### src/rtl/manchester_pkg.sv
// Shared definitions for the Manchester encoder: FSM states, chip mapping, symbols.
// Benches import this package too, to build frames from the same symbol constants.
package manchester_pkg;

   typedef enum logic [1:0] {
      ST_IDLE = 2'd0,
      ST_LO   = 2'd1,
      ST_HI   = 2'd2,
      ST_GAP  = 2'd3
   } enc_state_e;

   localparam logic [7:0] IDLE_WORD_DEFAULT = 8'hAA;
   localparam logic [7:0] SYM_DATA_ESC      = 8'hD5;
   localparam logic [7:0] SYM_ESCAPE        = 8'hE5;

   // Data bit k lands in chips 2k (sent first) and 2k+1; polarity swaps the chip order.
   function automatic logic [7:0] encode_nibble(input logic [3:0] nib, input logic pol);
      logic [7:0] word;
      word = '0;
      for (int k = 0; k < 4; k++) begin
         word[2*k]   = nib[k] ^ pol;
         word[2*k+1] = ~(nib[k] ^ pol);
      end
      return word;
   endfunction

endpackage

### src/rtl/manchester_encoder.sv
// Byte-to-chip Manchester encoder: one byte in, two chip words out, with an inter-frame gap.
// Define MANCHESTER_IDLE_FILL_EN to transmit IDLE_WORD during idle and gap time.
module manchester_encoder
   import manchester_pkg::*;
#(
   parameter int unsigned DATA_WIDTH = 8,
   parameter int unsigned IFG_WORDS  = 4,
   parameter bit          POLARITY   = 1'b0,
   parameter logic [7:0]  IDLE_WORD  = IDLE_WORD_DEFAULT
) (
   input  logic                  aclk,
   input  logic                  aresetn,
   input  logic [DATA_WIDTH-1:0] s_axis_tdata,
   input  logic                  s_axis_tvalid,
   output logic                  s_axis_tready,
   input  logic                  s_axis_tlast,
   output logic [DATA_WIDTH-1:0] m_axis_tdata,
   output logic                  m_axis_tvalid,
   input  logic                  m_axis_tready,
   output logic                  m_axis_tlast
);

   enc_state_e state_q, state_d;
   logic [7:0] byte_q, byte_d;
   logic       last_q, last_d;
   logic [7:0] gap_q, gap_d;
   logic [7:0] tdata_q, tdata_d;
   logic       tlast_q, tlast_d;

   logic       s_hs;
   logic       m_hs;
   logic       idle_take;
   logic       idle_open;
   logic [7:0] new_byte;

   assign s_hs     = s_axis_tvalid && s_axis_tready;
   assign m_hs     = m_axis_tvalid && m_axis_tready;
   assign new_byte = s_hs ? s_axis_tdata : byte_q;

`ifdef MANCHESTER_IDLE_FILL_EN
   // A byte accepted while an idle word is still stalled waits here until that word goes out.
   logic pend_q, pend_d;
   logic tvalid_q;

   assign idle_take     = (s_hs || pend_q) && (!m_axis_tvalid || m_axis_tready);
   assign idle_open     = !pend_q;
   assign m_axis_tvalid = tvalid_q;

   always_comb begin
      pend_d = pend_q;
      if (state_q == ST_IDLE) begin
         if (idle_take) begin
            pend_d = 1'b0;
         end else if (s_hs) begin
            pend_d = 1'b1;
         end
      end
   end

   always_ff @(posedge aclk or negedge aresetn) begin
      if (!aresetn) begin
         pend_q   <= 1'b0;
         tvalid_q <= 1'b0;
      end else begin
         pend_q   <= pend_d;
         tvalid_q <= 1'b1;
      end
   end
`else
   assign idle_take     = s_hs;
   assign idle_open     = 1'b1;
   assign m_axis_tvalid = (state_q == ST_LO) || (state_q == ST_HI);
`endif

   assign s_axis_tready = aresetn &&
                          (((state_q == ST_IDLE) && idle_open) ||
                           ((state_q == ST_HI) && m_axis_tready && !last_q));

   always_comb begin
      state_d = state_q;
      byte_d  = byte_q;
      last_d  = last_q;
      gap_d   = gap_q;
      tdata_d = tdata_q;
      tlast_d = tlast_q;

      unique case (state_q)
         ST_IDLE: begin
            if (s_hs) begin
               byte_d = s_axis_tdata;
               last_d = s_axis_tlast;
            end
            if (idle_take) begin
               state_d = ST_LO;
               tdata_d = encode_nibble(new_byte[3:0], POLARITY);
               tlast_d = 1'b0;
            end
         end
         ST_LO: begin
            if (m_hs) begin
               state_d = ST_HI;
               tdata_d = encode_nibble(byte_q[7:4], POLARITY);
               tlast_d = last_q;
            end
         end
         ST_HI: begin
            if (m_hs) begin
               tlast_d = 1'b0;
               if (last_q) begin
                  state_d = ST_GAP;
                  gap_d   = 8'(IFG_WORDS);
                  tdata_d = IDLE_WORD;
               end else if (s_hs) begin
                  state_d = ST_LO;
                  byte_d  = s_axis_tdata;
                  last_d  = s_axis_tlast;
                  tdata_d = encode_nibble(s_axis_tdata[3:0], POLARITY);
               end else begin
                  state_d = ST_IDLE;
                  tdata_d = IDLE_WORD;
               end
            end
         end
         ST_GAP: begin
            // In fill mode tvalid is high here, so a ready cycle is exactly one idle-word handshake.
            if (m_axis_tready) begin
               gap_d = gap_q - 8'd1;
               if (gap_q <= 8'd1) begin
                  state_d = ST_IDLE;
                  gap_d   = 8'd0;
               end
            end
         end
         default: begin
            state_d = ST_IDLE;
         end
      endcase
   end

   always_ff @(posedge aclk or negedge aresetn) begin
      if (!aresetn) begin
         state_q <= ST_IDLE;
         byte_q  <= 8'd0;
         last_q  <= 1'b0;
         gap_q   <= 8'd0;
         tdata_q <= 8'd0;
         tlast_q <= 1'b0;
      end else begin
         state_q <= state_d;
         byte_q  <= byte_d;
         last_q  <= last_d;
         gap_q   <= gap_d;
         tdata_q <= tdata_d;
         tlast_q <= tlast_d;
      end
   end

   assign m_axis_tdata = tdata_q;
   assign m_axis_tlast = tlast_q;

endmodule
### config.mk
export PLATFORM = sky130hd
export DESIGN_NAME = manchester_encoder
export DESIGN_NICKNAME = d
export VERILOG_FILES = /design/src/rtl/manchester_pkg.sv /design/src/rtl/manchester_encoder.sv
export SDC_FILE = /design/constraint.sdc
export NUM_CORES = 1
export LEC_CHECK = 0
export BUFFER_PORTS_ARGS = -buffer_cell sky130_fd_sc_hd__buf_2
export CAP_MARGIN = 20
export CORE_MARGIN = 2
export CORE_UTILIZATION = 40
export CTS_CLUSTER_SIZE = 24
export DETAILED_ROUTE_END_ITERATION = 12
export PLACE_DENSITY = 0.6
export SLEW_MARGIN = 25
export SYNTH_ARGS = -nofsm -noshare
export SYNTH_HDL_FRONTEND = slang
export SYNTH_SLANG_ARGS = --single-unit
### constraint.sdc
create_clock -name aclk -period 2.5 [get_ports aclk]
set_clock_uncertainty 0.1 [all_clocks]
set_input_delay 0.375 -clock aclk [delete_from_list [all_inputs] [get_ports aclk]]
set_output_delay 0.375 -clock aclk [all_outputs]
set_load 0.005 [all_outputs]
### Word-level counts from Yosys, hierarchy flattened

Index checks and enable logic that the tools add are counted.

| cells by class | value |
|---|---|
| $add $sub $neg | 1 |
| order comparisons | 1 |
| eq/ne operators | 10 |
| multiplexer cells | 32 |
| bitwise logic cells | 12 |
| reduce and logical (&&, ||, !) cells | 17 |

Operator list:

| kind | count |
|---|---|
| 8-bit two-way mux | 12 |
| 8-bit one-hot mux with 2 select lines | 2 |
| 8-bit one-hot mux with 3 select lines | 1 |
| 2-bit inequality test, second input constant | 7 |
| 2-bit two-way mux | 6 |
| 1-bit NOT | 12 |
| 8-bit by 1-bit less-or-equal comparator with 1-bit output, second input constant | 1 |
| 1-bit two-way mux | 8 |
| 2-bit one-hot mux with 4 select lines | 1 |
| 4-bit AND reduction | 2 |
| 8-bit by 1-bit subtractor with 8-bit output, second input constant | 1 |
| 3-bit AND reduction | 2 |
| 1-bit logical AND | 5 |
| 5-bit AND reduction | 1 |
| 2-bit == test, second input constant | 2 |
| 2-bit nonzero test | 2 |
| 1-bit one-hot mux with 3 select lines | 1 |
| 3-bit nonzero test | 1 |
| 2-bit by 1-bit == test with 1-bit output, second input constant | 1 |
| 2-bit logical NOT | 1 |
| 1-bit logical OR | 2 |
| 1-bit one-hot mux with 2 select lines | 1 |
| 1-bit logical NOT | 1 |

| word-level totals | value |
|---|---|
| flip-flop bits (word level) | 28 |
| bits of input ports | 13 |
| logic and storage cells | 79 |

### Longest topological paths before layout

| depth | value |
|---|---|
| depth in word-level cells | 10 |
| gate-level depth with buffers | 8 |

### Worst setup path before layout

Ideal clock, no wire load.

| path | value |
|---|---|
| path type | flip-flop to flip-flop |
| start point | register state_q[0] |
| end point | register byte_q[0] |
| library setup time | 125 ps |
| arrival | 1685 ps |
| required time | 2275 ps |
| slack | 590 ps |
| stages on the path, launching flop included | 7 |
| buffers on the path | 1 |
| clock period less this slack | 1910 ps |
| cell sequence | dfrtp_1 -> inv_1 -> ha_1 -> buf_2 -> nand2_1 -> a21oi_2 -> mux2_2 |

| on the way | value |
|---|---|
| longest elaborated chain between the ends | 10 |
| elaborated cells on any way between the ends | 18 |
| those cells by class | 4 x eq/ne; 4 x mux; 10 x reduce/logical |

RTL lines:

| item | line | source |
|---|---|---|
| start, declared | manchester_encoder.sv:23 | `enc_state_e state_q, state_d;` |
| start signal, assigned | manchester_encoder.sv:149 | `state_q <= state_d;` |
| 2-bit == test | manchester_encoder.sv:72, manchester_encoder.sv:77, manchester_encoder.sv:87 |  |
| 1-bit logical AND (2 in series) | manchester_encoder.sv:77 | `((state_q == ST_HI) && m_axis_tready && !last_q));` |
| 1-bit logical OR | manchester_encoder.sv:76 | `(((state_q == ST_IDLE) && idle_open) \|\|` |
| 1-bit logical AND | manchester_encoder.sv:75 | `assign s_axis_tready = aresetn &&` |
| 1-bit logical AND | manchester_encoder.sv:36 | `assign s_hs = s_axis_tvalid && s_axis_tready;` |
| 8-bit two-way mux (3 in series) | n/a |  |
| 8-bit one-hot mux with 2 select lines | manchester_encoder.sv:87 | `unique case (state_q)` |
| end signal, assigned | manchester_encoder.sv:150 | `byte_q <= byte_d;` |
| end, declared | manchester_encoder.sv:24 | `logic [7:0] byte_q, byte_d;` |

Parallel ways exist; a longest one is shown, timed or not. The select of a mux whose other input is x is not followed.
A chain may end at the register's enable or synchronous reset.

### Final worst setup path

| path | value |
|---|---|
| start point | register state_q[0] |
| end point | output s_axis_tready |

| on the way | value |
|---|---|
| longest elaborated chain between the ends | 5 |
| elaborated cells on any way between the ends | 6 |
| those cells by class | 1 x eq/ne; 5 x reduce/logical |

RTL lines:

| item | line | source |
|---|---|---|
| 2-bit == test | manchester_encoder.sv:77 |  |
| 1-bit logical AND (2 in series) | manchester_encoder.sv:77 |  |
| 1-bit logical OR * | manchester_encoder.sv:76 |  |
| 1-bit logical AND * | manchester_encoder.sv:75 |  |
| end, declared | manchester_encoder.sv:15 | `output logic s_axis_tready,` |

Mark *: on every way between the ends. The rest lies on a longest branch, timed or not.

==> results.md <==
- Area growth from synthesis to layout: 12.3%
- Status: finished clean
- Die Span Y: 70.0 µm
- Core area: between 4000 and 5000 µm²
- CTS H-Tree Depth: 1
- Vias per std cell: between 5 and 6
- Std cell rows: 23
- DRC violations left: 0
- Total iterations of the first detailed-routing run: 4
- CTS Root Cell: clkbuf_8
- Vias: ~1.5k
- Multi-input gate area: between 900 and 1000 µm²
- Async set-reset flop share out of synthesis: 1.00
- Final Instance Area: between 1500 and 2000 µm²
- LEAKAGE: ~0.89 nW
- Worst Setup End Kind: output port
- Yosys top cell by area: dfrtp_1
- Vias in the first global route: 1432
- Share of layout cells above drive strength 1: 0.229
- IO buf count: 23
- DP Area: around 1900 µm²
- Cts hold-fix bufs: 0
- Synthesis-stage register bit count: 28
- Final Hold Fails: 0
- Synth top area share: 0.403
- Avg Inst Size Synth: roughly 9.6 µm²
- Ys Warns: 0
- Fmax: roughly 0.44 GHz
- Mapped cell area: 1740 µm²
- First-pass GRT wire length: between 6 and 7 mm
- Setup Total Neg Slack: 0 ns
- Syn nets: 202
- FF-to-FF Start: state_q[0]$_DFFE_PN0P_
- Peak supply drop: ~630 µV
- Post-CTS Setup Repair Bufs: 0
- Post-synthesis sequential area ratio: 0.403
- CTS tree: done
- Clk sink count: 28
- Clock latency on the worst-skew pair: approximately 0.28 ns
- Boundary pin count: 24
- Worst-Margin Slew: slightly above 0.5 ns
- Setup crit start: state_q[0]$_DFFE_PN0P_
- Worst-path maximum fanout: 7
- Final Slew Violations: 0
- Unrepaired setup endpoints after global routing: false
- Final period util: 0.907
- Crit path kind: flip-flop to output port
- MaxCap Viol Count: 0
- Max clock buf depth: 2
- CTS-repair resized insts: 0
- Die width: between 60 and 70 µm
- Post-DRT Antenna Nets: 0
- Fin crit period: between 2 and 2.5 ns
- CP top delay family: simple AND/OR/NAND/NOR gates
- Commonest register cell after synthesis: dfrtp_1
- Required arrival time at the worst endpoint: between 2 and 2.5 ns
- Overflow after GRT: 0
- DRT Wirelength: roughly 3.9 mm
- Layout fillers: 399
- CP Launch Type: flip-flop
- DR WL/cell: around 15 µm
- Slowest stage delay, CP: 0.43 ns
- Syn Inst Count: approximately 180
- Data arrival, critical path: between 1.5 and 2 ns
- Slowest-stage cell, CP: dfrtp_1
- Post-synth EDFFs: 0
- Die area: just under 5000 µm²
- Number of library cell types mapped by synthesis: 45
- Worst Hold Class: input port to async pin
- Top post-synthesis cells by area: dfrtp_1 (40%), mux2_2 (5.8%), nand2_1 (5.2%)
- Cells along the critical path: inv_1 > ha_1 > and3b_1 > nor2_1 > nor2b_1 > buf_2
- Register area: between 700 and 800 µm²
- Final net count: 226
- HPWL after DPL: around 3.0 mm
- Worst-path clk slew: ~0.09 ns
- Num CTS Buffers: 3
- Largest net degree at the start of global routing: 36
- N_diodes: 0
- RD Place Congestion: between 0.8 and 0.9
- WP buf/inv: 2
- Initial core utilization: 0.426
- Slew margin rel.: 0.658
- Initial drt markers: roughly 80
- Gr usage total: 0.172
- Antenna violations before repair: 0
- Cell Pwr Density: ~1400 nW/µm²
- Final setup viols: 0
==> area by class of cell <==
| type | instances | share of cell area |
|---|---|---|
| tap | 50 | 0.0320 |
| timing repair buffer | 27 | 0.0743 |
| inverter | 7 | 0.0134 |
| sequential | 28 | 0.359 |
| clock buffer | 4 | 0.0282 |
| multi-input combinational | 139 | 0.494 |
==> worst reg2reg max path: stages (launching register included) <==
cell	delay [ns]
dfrtp_1	0.43
inv_1	0.14
ha_1	0.48
nand3_1	0.17
a211o_1	0.48
o31ai_1	0.34
==> state kept, by name, summed over array words and instances (netlist names) <==
| register | count |
|---|---|
| gap_q | 8 |
| state_q | 2 |
| last_q | 1 |
| byte_q | 8 |
| m_axis_tdata | 8 |
| m_axis_tlast | 1 |
==> logic make-up (layout without fill, tap and decap cells) <==
| kind of cell | Yosys count | count (layout) | share of synthesized area |
|---|---|---|---|
| AOI/OAI and AO/OA | 57 | 57 | 0.246 |
| muxes | 10 | 10 | 0.0640 |
| and+or+nand+nor | 65 | 65 | 0.194 |
| adders and majority gates | 7 | 7 | 0.0503 |
| buffers and inverters | 15 | 38 | 0.0431 |
| DFF | 28 | 28 | 0.403 |
==> per-layer routing <==
| metal | global-route usage | share of wire | vias to the layer above |
|---|---|---|---|
| li1 | - | - | 725 |
| met1 | 0.258 | 0.49 | 704 |
| met2 | 0.248 | 0.44 | 45 |
| met3 | 0.0260 | 0.059 | 7 |
| met4 | 0.0662 | 0.015 | 0 |
| met5 | 0 | 0 | - |
==> through the flow <==
stage / std cells / worst slack (ns) / utilization / hold WS, ns / total power [mW]
after detailed placement: 251 / 0.271 / 0.465 / 0.365 / 2.47
after global placement: 251 / 0.390 / 0.465 / 0.362 / 2.41
final: 255 / 0.233 / 0.478 / 0.0480 / 2.74
after global routing: 255 / 0.0470 / 0.478 / 0.0901 / 3.02
after CTS: 255 / 0.232 / 0.478 / 0.0698 / 2.76
after floorplan: 182 / 0.590 / - / -0.0206 / 2.07
==> cells in the final DEF (no fill, tap or decap), types with 2 or more instances in the layout <==
cell,Yosys,routed
a41oi_1,2,2
a22oi_1,4,4
and3b_1,5,5
o31ai_1,9,9
o221ai_1,5,5
clkbuf_8,0,4
inv_1,7,7
a22o_1,4,4
nand2b_1,2,2
o21ai_1,5,5
o21ai_0,3,3
nor2_1,12,12
dfrtp_1,28,28
ha_1,7,7
nor3_1,3,3
mux2_2,9,9
nor2b_1,8,8
o2111ai_1,4,4
a21oi_1,10,10
buf_4,2,4
buf_2,3,23
nand2_1,24,24
nand3_1,2,2
==> cell usage after synthesis (all sizes together) (5+ instances only) <==
master,number
o31ai,10
inv,7
nor2,12
dfrtp,28
mux2,9
and3b,5
buf,6
o221ai,5
nand2,24
ha,7
o21ai,8
a21oi,11
nor2b,8
==> power breakdown <==
group	switching, mW	internal (mW)	total, mW
combinational	0.899	0.716	1.62
sequential	0.176	0.668	0.845
clock	0.141	0.141	0.283
total	1.22	1.53	2.74
==> path summary, 6_finish.rpt <==
kind / to / slack, ns / cells after the start
max in group asynchronous: byte_q[3]$_DFFE_PN0P_ / 1.96 / 2
min reg2reg: m_axis_tdata[1]$_DFFE_PN0P_ / 0.38 / 2
min: gap_q[2]$_DFFE_PN0P_ / 0.05 / 2
max: s_axis_tready / 0.23 / 6
max reg2reg: m_axis_tdata[3]$_DFFE_PN0P_ / 0.26 / 5
min in group aclk: byte_q[7]$_DFFE_PN0P_ / 0.22 / 2
Power figures use the tool's default switching activity.
